--- config.mk ---
export PLATFORM = sky130hd
export DESIGN_NAME = seq_mult_unit
export DESIGN_NICKNAME = d
export VERILOG_FILES = /design/src/rtl/seq_mult_unit.sv
export SDC_FILE = /design/constraint.sdc
export NUM_CORES = 1
export LEC_CHECK = 0
export ABC_CLOCK_PERIOD_IN_PS = 4500
export CORE_ASPECT_RATIO = 0.8
export CORE_MARGIN = 10
export CORE_UTILIZATION = 45
export CTS_BUF_LIST = sky130_fd_sc_hd__clkbuf_4
export DETAILED_ROUTE_END_ITERATION = 16
export GPL_TIMING_DRIVEN = 1
export HOLD_SLACK_MARGIN = 0.15
export PLACE_DENSITY = 0.63
export SLEW_MARGIN = 0
export SYNTH_ARGS = -nofsm -noshare
export SYNTH_HDL_FRONTEND = slang
export SYNTH_SLANG_ARGS = --single-unit
--- constraint.sdc ---
create_clock -name clk -period 4.5 [get_ports clk]
set_input_delay 0.45 -clock clk [delete_from_list [all_inputs] [get_ports clk]]
set_output_delay 0.45 -clock clk [all_outputs]
set_load 0.005 [all_outputs]
--- src/rtl/seq_mult_unit.sv ---
// Sequential 32x32 shift-add multiplier (MULT/MULTU) with a 64-bit hi/lo result.
// Fixed 33-cycle latency from start acceptance to the one-cycle done pulse.
module seq_mult_unit (
  input  logic        clk,
  input  logic        rst_n,
  input  logic        start,
  input  logic        is_signed,
  input  logic [31:0] A,
  input  logic [31:0] B,
  output logic [31:0] hi,
  output logic [31:0] lo,
  output logic        busy,
  output logic        done
);

  typedef enum logic [1:0] {IDLE, CALC, FIX, DONE} state_t;

  state_t      r_state;
  logic [31:0] r_mcand;
  logic [31:0] r_mplier;
  logic [63:0] r_acc;
  logic [4:0]  r_count;
  logic        r_neg;

  logic [31:0] w_abs_a;
  logic [31:0] w_abs_b;
  logic [32:0] w_sum;
  logic [63:0] w_prod;

  // Magnitudes for signed mode; 0x80000000 negates to itself and is used as unsigned.
  assign w_abs_a = (is_signed && A[31]) ? (~A + 32'd1) : A;
  assign w_abs_b = (is_signed && B[31]) ? (~B + 32'd1) : B;
  assign w_sum   = {1'b0, r_acc[63:32]} + {1'b0, (r_mplier[0] ? r_mcand : 32'd0)};
  assign w_prod  = r_neg ? (~r_acc + 64'd1) : r_acc;

  always_ff @(posedge clk) begin
    if (!rst_n) begin
      r_state  <= IDLE;
      r_mcand  <= '0;
      r_mplier <= '0;
      r_acc    <= '0;
      r_count  <= '0;
      r_neg    <= 1'b0;
      hi       <= '0;
      lo       <= '0;
      busy     <= 1'b0;
      done     <= 1'b0;
    end else begin
      case (r_state)
        IDLE: begin
          done <= 1'b0;
          if (start) begin
            r_mcand  <= w_abs_a;
            r_mplier <= w_abs_b;
            r_neg    <= is_signed & (A[31] ^ B[31]);
            r_acc    <= '0;
            r_count  <= '0;
            busy     <= 1'b1;
            r_state  <= CALC;
          end
        end
        CALC: begin
          // Add into the upper half with carry, then shift the whole accumulator right.
          r_acc    <= {w_sum, r_acc[31:1]};
          r_mplier <= {1'b0, r_mplier[31:1]};
          r_count  <= r_count + 5'd1;
          if (r_count == 5'd31) r_state <= FIX;
        end
        FIX: begin
          hi      <= w_prod[63:32];
          lo      <= w_prod[31:0];
          busy    <= 1'b0;
          done    <= 1'b1;
          r_state <= DONE;
        end
        DONE: begin
          done    <= 1'b0;
          r_state <= IDLE;
        end
        default: r_state <= IDLE;
      endcase
    end
  end

endmodule

### Yosys cells after proc, flatten, opt, wreduce, memory -nomap -nowiden

Index checks and enable logic that the tools add are counted.

* reductions and logical operators: 11
* shifts and indexed selects: 0
* $add $sub $neg: 5
* equal/unequal tests: 6
* $mul: 0
* mux-type cells: 16
* magnitude comparators: 0
* bitwise operators: 5
* divide/modulo/power cells: 0

Operator list (number)
* 32-bit two-way mux: 4
* 64-bit two-way mux: 2
* 64-bit case mux with 2 select lines: 1
* 32-bit by 1-bit adder with 32-bit output, second input constant: 2
* 64-bit by 1-bit adder with 64-bit output, second input constant: 1
* 32-bit inverter: 2
* 64-bit inverter: 1
* 32-bit case mux with 2 select lines: 1
* 32-bit by 32-bit adder with 33-bit output: 1
* 5-bit case mux with 2 select lines: 1
* 2-bit case mux with 4 select lines: 1
* 2-bit AND reduction: 4
* 2-bit nonzero test: 3
* 5-bit by 1-bit adder with 5-bit output, second input constant: 1
* 5-bit == test, second input constant: 1
* 5-bit two-way mux: 1
* 2-bit == test, second input constant: 2
* 2-bit two-way mux: 2
* 2-bit != test, second input constant: 2
* 1-bit case mux with 2 select lines: 2
* 2-bit by 1-bit == test with 1-bit output, second input constant: 1
* 1-bit logical AND: 2
* 2-bit logical NOT: 1
* 2-bit OR reduction: 1
* other kinds (3): 3

* bits in read-only memories: 0
* RAM bits: 0
* register bits: 202
* memories kept: 0
* word-level logic and storage cells: 53
* output and inout bits: 66
* latch bits: 0

### Longest topological paths before layout

* depth in word-level cells: 5
* depth in mapped cells: 13
* mapped depth without buffers: 12

### Least setup slack after synthesis

No wires, ideal clock.

* path kind: input-to-reg
* start: input A[14]
* end: register r_mcand[29]
* stages: 7
* library setup time: 122 ps
* data arrival time: 2734 ps
* setup slack: 1644 ps
* buffers on the path: 0
* cell sequence: or4_4 -> or3_4 -> or4_4 -> or4_4 -> o31ai_4 -> xor2_1 -> o21ai_1

* cells in the longest elaborated chain, start to end: 3

RTL lines
* start, declared: line 8 `input logic [31:0] A,`
* 32-bit inverter: line 31 `assign w_abs_a = (is_signed && A[31]) ? (~A + 32'd1) : A;`
* 32-bit by 1-bit adder with 32-bit output: line 31
* 32-bit two-way mux: line 31
* end signal, assigned: line 53 `r_mcand <= w_abs_a;`
* end, declared: line 19 `logic [31:0] r_mcand;`

No other way between the ends.
A chain may end at the register's enable or synchronous reset.

### Final worst setup path

* start: register r_mplier[0]
* end: register r_acc[55]

* cells in the longest elaborated chain, start to end: 3

RTL lines
* start, declared: line 20 `logic [31:0] r_mplier;`
* start signal, assigned: line 54 `r_mplier <= w_abs_b;`
* start signal, assigned: line 65 `r_mplier <= {1'b0, r_mplier[31:1]};`
* 32-bit two-way mux: line 33 `assign w_sum = {1'b0, r_acc[63:32]} + {1'b0, (r_mplier[0] ? r_mcand : 32'd0)};`
* 32-bit by 32-bit adder with 33-bit output: line 33
* 64-bit case mux with 2 select lines: line 49 `case (r_state)`
* end signal, assigned: line 64 `r_acc <= {w_sum, r_acc[31:1]};`
* end, declared: line 21 `logic [63:0] r_acc;`

No other way between the ends.

==> impl_metrics.env <==
export IMPL_reg2reg_slack_ps=1120
export IMPL_grt_pass1_wl_mm=51.3
export IMPL_crit_family="compound AO/OA/AOI/OAI gates"
export IMPL_finClkSkew_ps=42.4
export IMPL_core_area_um2=25400
export IMPL_power_density_nw_per_um2=408
export IMPL_met1_usage_pct=28.6
export IMPL_ir_drop_mv=0.241
export IMPL_drc=0
export IMPL_synth_nets=1497
export IMPL_multi_input_area_um2=7210
export IMPL_cts_tree="done"
export IMPL_areaGrowthSynthToFinish_pct=18.8
export IMPL_cts_resized=0
export IMPL_clk_path_buf_depth=3
export IMPL_r2r_cells=12
export IMPL_max_stage_delay_ps=750
export IMPL_cts_hold_buf=0
export IMPL_root_buffer="clkbuf_4"
export IMPL_initial_core_util_pct=45.9
export IMPL_setup_tns_ps=0
export IMPL_required_ps=5070
export IMPL_wl_per_cell_um=16.8
export IMPL_grt_max_degree=84
export IMPL_final_antenna_net_count=0
export IMPL_cp_end_kind="flip-flop"
export IMPL_holdPathStages=2
export IMPL_die_h_um=164
export IMPL_fin_area_um2=13900
export IMPL_synth_cell_types=68
export IMPL_fmax_mhz=296
export IMPL_grtUsageMet3_pct=4.38
export IMPL_whs_ps=442
export IMPL_busiest_layer="met1"
export IMPL_clkLatencyLatePin_ps=670
export IMPL_sw_frac_of_total_pct=34.7
export IMPL_fin_crit_ps=3380
export IMPL_dr_total_vias=10400
export IMPL_die_w_um=200
export IMPL_synthCells=1387
export IMPL_htreeDepth=2
export IMPL_hpwl_mm=23.2
export IMPL_reg2reg_from="r_mplier[0]$_SDFFE_PN0P_"
export IMPL_final_setup_viol_count=0
export IMPL_grt_overflow_total=0
export IMPL_hold_viol=0
export IMPL_crit_arrival_ps=3940
export IMPL_vias_per_cell=5.54
export IMPL_finalMaxSlewViolations=0
export IMPL_io_pins=134
export IMPL_whs_endpoint="r_mcand[29]$_SDFFE_PN0P_"
export IMPL_dpl_cell_area_um2=13200
export IMPL_final_cells=1881
export IMPL_final_common_cell="dfxtp_1"
export IMPL_cts_sinks=202
export IMPL_clk_pin_slew_ps=70
export IMPL_hold_start="r_mcand[29]$_SDFFE_PN0P_"
export IMPL_ff_latch_area_um2=4050
export IMPL_layout_drive_gt1_share_pct=7.52
export IMPL_rows=52
export IMPL_power_w=0.00565
export IMPL_diodes=0
export IMPL_ys_seq_area_share_pct=34.7
export IMPL_crit_top_cell="a21oi_1"
export IMPL_placed_cells=1797
export IMPL_tightest_slew_ps=1240
export IMPL_crit_fanout=33
export IMPL_internal_power_w=0.00369
export IMPL_path_cells="and2_1 > ha_1 > inv_1 > fa_1 > nand2b_1 > a21oi_1 > o221ai_1 > a21oi_1 > nand4b_1 > a21boi_0 > o21ai_0 > a32o_1"
export IMPL_postRouteWirelength_mm=31.6
export IMPL_comb_power_share_pct=31.1
export IMPL_clkPwrFrac_pct=28.2
export IMPL_synth_area_um2=11700
export IMPL_first_pass_iters=8
export IMPL_grt_antenna_before_repair=0
export IMPL_drt_initial_drc_count=849
export IMPL_seqPwrFrac_pct=40.7
export IMPL_ys_flop_type="dfxtp_1"
export IMPL_grt_pass1_vias=9768
export IMPL_cp_slowest_cell="dfxtp_1"
export IMPL_crit_buf_inv=1
export IMPL_crit_type="reg -> reg"
export IMPL_holdCritPathClass="reg -> reg"
export IMPL_cp_start_kind="flip-flop"
export IMPL_synth_edff_count=0
export IMPL_gr_usage_all_layers_pct=18.8
export IMPL_avgSynthCellArea_um2=8.41
export IMPL_leakage_nw=5.78
export IMPL_gp_congestion=0.894
export IMPL_ys_warn_count=0
export IMPL_die_area_um2=32800
export IMPL_switchingPower_w=0.00196
export IMPL_gr_usage_met2_pct=25.6
export IMPL_cts_made_buffers=52
export IMPL_async_reset_ff_share_pct=0
export IMPL_max_cap_violations=0
export IMPL_final_period_utilization_pct=75.0
export IMPL_fill_cells=2407
export IMPL_slew_headroom_pct=17.1
export IMPL_status="finished clean"
export IMPL_timing_rr_end="r_acc[55]$_SDFFE_PN0P_"
export IMPL_layout_common_cells="201 x dfxtp_1, 177 x nand2_1, 132 x clkdlybuf4s50_1"
export IMPL_final_nets=1610
export IMPL_io_buffers=133
export IMPL_cts_setup_buffers=0
export IMPL_rsz0062_at_grt="no"
export IMPL_synth_seq_cells=202
## worst register-to-register path, cell delays in order (launching register included)
cell      delay [ps]
dfxtp_1          750
and2_1           260
ha_1             190
inv_1             60
fa_1             380
nand2b_1         180
a21oi_1          190
o221ai_1         260
a21oi_1          320
nand4b_1         140
a21boi_0         200
o21ai_0          110
a32o_1           260
## state kept, by name, indices dropped and copies added (netlist names)
register	count
done	1
r_mcand	32
busy	1
r_count	5
r_mplier	32
r_state	2
lo	32
r_neg	1
r_acc	64
hi	32
## cell usage after synthesis, types with 3 or more instances
library cell / number / share of area (%)
o21a_1: 7 / 0.45
a21boi_0: 7 / 0.45
nor4_1: 11 / 0.59
o211ai_1: 6 / 0.39
o21ai_1: 5 / 0.21
o31ai_1: 31 / 2.0
o21ai_0: 113 / 4.8
nand3_1: 20 / 0.86
clkbuf_1: 79 / 2.5
or2_2: 3 / 0.16
nor2_1: 51 / 1.6
a31oi_1: 3 / 0.16
mux2i_1: 6 / 0.51
or4_1: 13 / 0.84
nand2b_1: 6 / 0.32
ha_1: 41 / 4.4
and3_1: 6 / 0.32
o41ai_1: 12 / 0.90
a22oi_1: 41 / 2.6
and2_1: 46 / 2.5
or4_4: 3 / 0.29
nor3_1: 16 / 0.69
nor2b_1: 80 / 4.3
o211a_1: 50 / 4.3
nand2_1: 177 / 5.7
a211oi_1: 3 / 0.19
a222oi_1: 29 / 2.5
inv_1: 27 / 0.87
xor2_1: 104 / 7.8
o21bai_1: 3 / 0.19
xnor2_1: 41 / 3.1
nand4_1: 9 / 0.48
a21o_1: 16 / 1.0
a21oi_1: 56 / 2.4
or3_1: 18 / 0.97
o22ai_1: 3 / 0.16
buf_1: 6 / 0.19
dfxtp_1: 202 / 35
## cell families after synthesis
family          synth area share (%)
compound gates                  24.8
xor+xnor                        10.9
fa+ha+maj                       4.57
buf+inv                         3.60
flops                           34.7
mux                            0.515
simple gates                    20.9
## worst max path at each step
stage	endpoint	from	slack [ps]	cells past startpoint
global route	r_acc[55]$_SDFFE_PN0P_	r_mplier[0]$_SDFFE_PN0P_	660	12
detailed placement	r_mcand[29]$_SDFFE_PN0P_	A[14]	1050	8
CTS	r_acc[55]$_SDFFE_PN0P_	r_mplier[0]$_SDFFE_PN0P_	1120	12
global placement	r_mcand[29]$_SDFFE_PN0P_	A[14]	1100	8
finish	r_acc[55]$_SDFFE_PN0P_	r_mplier[0]$_SDFFE_PN0P_	1120	12
floorplan	r_mcand[29]$_SDFFE_PN0P_	A[14]	1640	7
## power by group through the flow
stage | clock network [W] | logic [W] | registers (W)
2_1_floorplan | 0 | 0.00114 | 0.00226
3_3_place_gp | 0 | 0.00174 | 0.00233
3_5_place_dp | 0 | 0.00176 | 0.00234
4_1_cts | 0.00164 | 0.00176 | 0.00230
5_1_grt | 0.00174 | 0.00195 | 0.00235
6_report | 0.00159 | 0.00176 | 0.00230
## area by class of cell
class,count,area share (%)
Multi-Input combinational cell,1073,52.0
Sequential cell,202,29.2
Timing Repair Buffer,144,10.2
Clock buffer,74,4.01
Tap cell,351,3.17
Inverter,27,0.731
Clock inverter,10,0.677
## routing by layer
layer	part of all wire [%]	wire length [um]	vias to the layer above
met3	8.1	2550	35
met4	0.99	313	0
met5	0	0	-
met2	38	12100	325
li1	-	-	5277
met1	53	16700	4789
## stage by stage
stage | util, % | setup WS, ps
floorplan | - | 1640
global placement | 51.9 | 1100
detailed placement | 51.9 | 1050
CTS | 54.5 | 1120
global route | 54.5 | 660
finish | 54.5 | 1120
Note: power is estimated with default switching activity, not from simulation.
